<file path="src/rtl/fir_block_serializer.sv">
// fir_block_serializer: two-entry L-sample block buffer drained one sample per handshake, lane 0 first.
// Define FIR_SER_UNDERRUN_CNT_EN to build the saturating underrun counter on o_underrun_cnt.
module fir_block_serializer #(
    parameter int L  = 2,
    parameter int DW = 24
) (
    input  logic            i_clk,
    input  logic            i_rst_n,
    input  logic            i_en,
    input  logic [L*DW-1:0] i_blk_in,
    input  logic            i_blk_valid,
    output logic            o_blk_ready,
    output logic [DW-1:0]   o_data_out,
    output logic            o_out_valid,
    input  logic            i_out_ready,
    output logic [15:0]     o_underrun_cnt
);

    localparam int            LW        = (L > 2) ? 2 : 1;
    localparam logic [LW-1:0] LANE_LAST = LW'(L - 1);

    logic [L*DW-1:0] r_mem [2];
    logic            r_wr_ptr;
    logic            r_rd_ptr;
    logic [1:0]      r_count;
    logic [LW-1:0]   r_lane;

    logic            w_push;
    logic            w_pop;
    logic            w_retire;
    logic [L*DW-1:0] w_rd_blk;
    logic [DW-1:0]   w_lanes [L];

    // Ready is also gated by reset so upstream sees no acceptance while reset is held.
    assign o_blk_ready = i_rst_n & i_en & (r_count != 2'd2);
    assign o_out_valid = i_en & (r_count != 2'd0);

    assign w_push   = i_blk_valid & o_blk_ready;
    assign w_pop    = o_out_valid & i_out_ready;
    assign w_retire = w_pop & (r_lane == LANE_LAST);

    assign w_rd_blk = r_mem[r_rd_ptr];

    genvar k;
    generate
        for (k = 0; k < L; k++) begin : g_lane
            assign w_lanes[k] = w_rd_blk[k*DW +: DW];
        end
    endgenerate

    assign o_data_out = (r_count != 2'd0) ? w_lanes[r_lane] : '0;

    always_ff @(posedge i_clk or negedge i_rst_n) begin
        if (!i_rst_n) begin
            r_mem[0] <= '0;
            r_mem[1] <= '0;
            r_wr_ptr <= 1'b0;
        end else if (w_push) begin
            r_mem[r_wr_ptr] <= i_blk_in;
            r_wr_ptr        <= ~r_wr_ptr;
        end
    end

    // Lane walks through the head block; the last lane retires the block and moves to the other entry.
    always_ff @(posedge i_clk or negedge i_rst_n) begin
        if (!i_rst_n) begin
            r_lane   <= '0;
            r_rd_ptr <= 1'b0;
        end else if (w_pop) begin
            if (r_lane == LANE_LAST) begin
                r_lane   <= '0;
                r_rd_ptr <= ~r_rd_ptr;
            end else begin
                r_lane <= r_lane + LW'(1);
            end
        end
    end

    always_ff @(posedge i_clk or negedge i_rst_n) begin
        if (!i_rst_n) begin
            r_count <= 2'd0;
        end else begin
            case ({w_push, w_retire})
                2'b10:   r_count <= r_count + 2'd1;
                2'b01:   r_count <= r_count - 2'd1;
                default: r_count <= r_count;
            endcase
        end
    end

`ifdef FIR_SER_UNDERRUN_CNT_EN
    logic [15:0] r_underrun_cnt;

    // Counts cycles where downstream wanted a sample but the buffer was empty.
    always_ff @(posedge i_clk or negedge i_rst_n) begin
        if (!i_rst_n) begin
            r_underrun_cnt <= 16'd0;
        end else if (i_en && i_out_ready && (r_count == 2'd0) && (r_underrun_cnt != 16'hFFFF)) begin
            r_underrun_cnt <= r_underrun_cnt + 16'd1;
        end
    end

    assign o_underrun_cnt = r_underrun_cnt;
`else
    assign o_underrun_cnt = 16'd0;
`endif

endmodule
</file>
<file path="config.mk">
export PLATFORM = sky130hd
export DESIGN_NAME = fir_block_serializer
export DESIGN_NICKNAME = d
export VERILOG_FILES = /design/src/rtl/fir_block_serializer.sv
export SDC_FILE = /design/constraint.sdc
export NUM_CORES = 1
export LEC_CHECK = 0
export ABC_CLOCK_PERIOD_IN_PS = 5220
export BUFFER_PORTS_ARGS = -buffer_cell sky130_fd_sc_hd__buf_2
export CORE_UTILIZATION = 30
export DETAILED_ROUTE_END_ITERATION = 8
export GPL_TIMING_DRIVEN = 1
export SLEW_MARGIN = 10
export SYNTH_ARGS = -nofsm -noshare
export SYNTH_HDL_FRONTEND = slang
export SYNTH_SLANG_ARGS = --single-unit
</file>
<file path="constraint.sdc">
create_clock -name i_clk -period 5.22 [get_ports i_clk]
set_clock_uncertainty 0.2 [all_clocks]
set_input_delay 0.261 -clock i_clk [delete_from_list [all_inputs] [get_ports i_clk]]
set_output_delay 0.261 -clock i_clk [all_outputs]
set_load 0.03 [all_outputs]
</file>
==> metrics.txt <==
# Post-CTS Setup Buffers 0; antenna violations before repair 0; hold depth 2; Die ar. ~16000 um^2; HP Start i_blk_in[23]; vias per cell around 4.4; worst flop-to-flop path startpoint r_lane; layout cells sized above 1 48.13%; Final min period roughly 2800 ps; final instance area 6072 um^2; RR Endpoint r_count[1]; setup violators final 0; clock sinks 101; DRC errors left 0; Seq/Total Area, Yosys 53.79%; Setup TNS 0 ps; overall routing resource usage approximately 13%; Hold Vio Cnt, Final 0; Pleak roughly 2.7 nW; data required time of the critical path roughly 4800 ps; core area 15260 um^2; largest net degree at the start of global routing 55; Switch Pwr roughly 1.3 mW; post-synth top area cell dfrtp_1; input/output buffers 78; Slew HR between 30% and 40%; outcome complete, no violations; I/O pin cnt between 90 and 100; Worst setup SP type flop; worst setup path class reg -> out; synth unique cells 22; top post-synthesis cells by area dfrtp_1 (54%), mux2_2 (18%), mux4_2 (12%); die height approximately 130 um; via count approximately 2800; cts bufs inserted 9; wire per inst 15.24 um; initial core utilization about 31%; MaxCap Viol Count 0; CP max FO 25; Clk pin slew, worst setup/hold paths 60 ps; share of synthesized registers carrying an async set or reset between 90% and 100%; average size of a mapped cell between 15 and 20 um^2; Area Overhead vs Synth 29.24%; switching share of power between 30% and 40%; commonest non-fill, non-tap cell in the layout dfrtp_1; CTS tree done; HP Class in -> reg; drt pass-1 iters 4; unrepaired setup endpoints after global routing no; Final period util a little over half; HPWL after DPL approximately 6700 um; global-route wire length before repair around 16000 um; most frequent cells in the layout dfrtp_1 (100), buf_2 (77), mux2_2 (76), dlygate4sd3_1 (48), nor2b_1 (25); Comb pwr share a little over two fifths; Ys Warns 0; Routed Antenna Nets 0; routed wire length roughly 10000 um; hold-critical path endpoint r_mem[23]; vias in the first global route 3015; Fmax 0.3617 GHz; DRT iter0 DRCs 79; Nets about 480; number of synthesized flops with an enable pin 0; synthesized instance count between 200 and 300; Register-to-Register Setup Slack 3010 ps; hold_buf cts 47; number of gates resized after CTS 0; Clock Path Buffers 2; area share of the largest cell type after synthesis a little over half; pwr dens between 600 and 700 nW/um^2; Sequential Power Share 37.8%; Critical Path AT about 2300 ps; Worst Setup End Kind output pin; Main synth FF type dfrtp_1; Final Max Slew Viols 0; Skew-Pair Late Insertion Delay ~330 ps; Worst R2R Path Depth 5; placed cell areas roughly 5200 um^2; Row Count between 40 and 50; gr ovfl total 0; Die W around 130 um; Worst Setup SP r_rd_ptr; synthesized cell area roughly 4700 um^2; VDD IR-drop max 0.2335 mV; Int Pwr between 2 and 3 mW; flip-flop and latch count after synthesis around 100; Clock power frac between 15 and 20%; routability cong. 0.6778; Root Driver clkbuf_16; Hold WS 9.071 ps; H-tree depth 3; Worst-Margin Slew approximately 920 ps
[critical path, cell delays in order, from the launching register on]
cell and delay, ps:
dfrtp_2 970, mux4_2 630, nor2b_1 150, buf_2 200
[layout make-up]
class	instances	area [um^2]
fillers	1444	9186
flip-flops and latches	101	2529
multi-input cells	179	2003
repair buffers	133	925.9
well taps	211	264.0
clock buffers	11	252.7
clock inverters	4	95.09
diodes	1	2.502
[sequential cells by signal (all words and copies together), names as in the netlist]
signal,count
r_rd_ptr,1
r_count,2
r_wr_ptr,1
r_mem,96
r_lane,1
[synth_stat cells, types with 2 or more instances]
library cell	number
mux4_2	24
buf_1	2
nand2_1	2
mux2_2	76
xor2_1	3
mux2_1	20
dfrtp_1	101
clkbuf_1	2
buf_4	22
nor2_1	3
xnor2_1	3
nor2b_1	25
buf_6	2
buf_2	6
[worst max path at each step]
stage	to	cells after the start	slack [ps]
3_5_place_dp	r_mem[85]	5	2610
2_1_floorplan	o_data_out[0]	4	3240
4_1_cts	o_data_out[5]	3	2380
6_report	o_data_out[5]	3	2460
3_3_place_gp	r_mem[67]	5	2700
5_1_grt	r_mem[74]	6	2240
[power by group through the flow]
stage | Combinational [mW] | Sequential, mW | Clock [mW]
2_1_floorplan | 1.36 | 1.31 | 0
3_3_place_gp | 1.60 | 1.44 | 0
3_5_place_dp | 1.63 | 1.47 | 0
4_1_cts | 1.66 | 1.46 | 0.781
5_1_grt | 1.75 | 1.51 | 0.815
6_report | 1.63 | 1.45 | 0.765
[per-layer routing]
metal	GRT usage (%)	up-vias	share of wire (%)
met3	2.806	5	3.7
met2	22.27	65	50
met5	0	-	0
li1	-	1292	-
met1	16.51	1445	45
met4	2.731	0	0.81
[per-stage QoR]
step | worst slack, ps | power (mW) | utilization [%] | instances
2_1_floorplan | 3243 | 2.670 | - | 314
3_3_place_gp | 2702 | 3.047 | 34.35 | 576
3_5_place_dp | 2614 | 3.106 | 34.35 | 576
4_1_cts | 2383 | 3.905 | 39.71 | 638
5_1_grt | 2240 | 4.082 | 39.78 | 639
6_report | 2455 | 3.849 | 39.80 | 640
[kinds of logic (layout without fill, tap and decap cells)]
kind of cell,after synthesis,count (layout),share of synthesized area [%]
AND/OR/NAND/NOR,35,35,5.060
flip-flops,101,101,53.79
adder cells (fa/ha/maj),1,1,0.2663
buffers and inverters,34,148,4.954
AO/OA/AOI/OAI,1,1,0.2131
XOR/XNOR,6,6,1.119
other,1,17,0.07982
multiplexers,120,120,34.51
(Power assumes the default switching activity.)
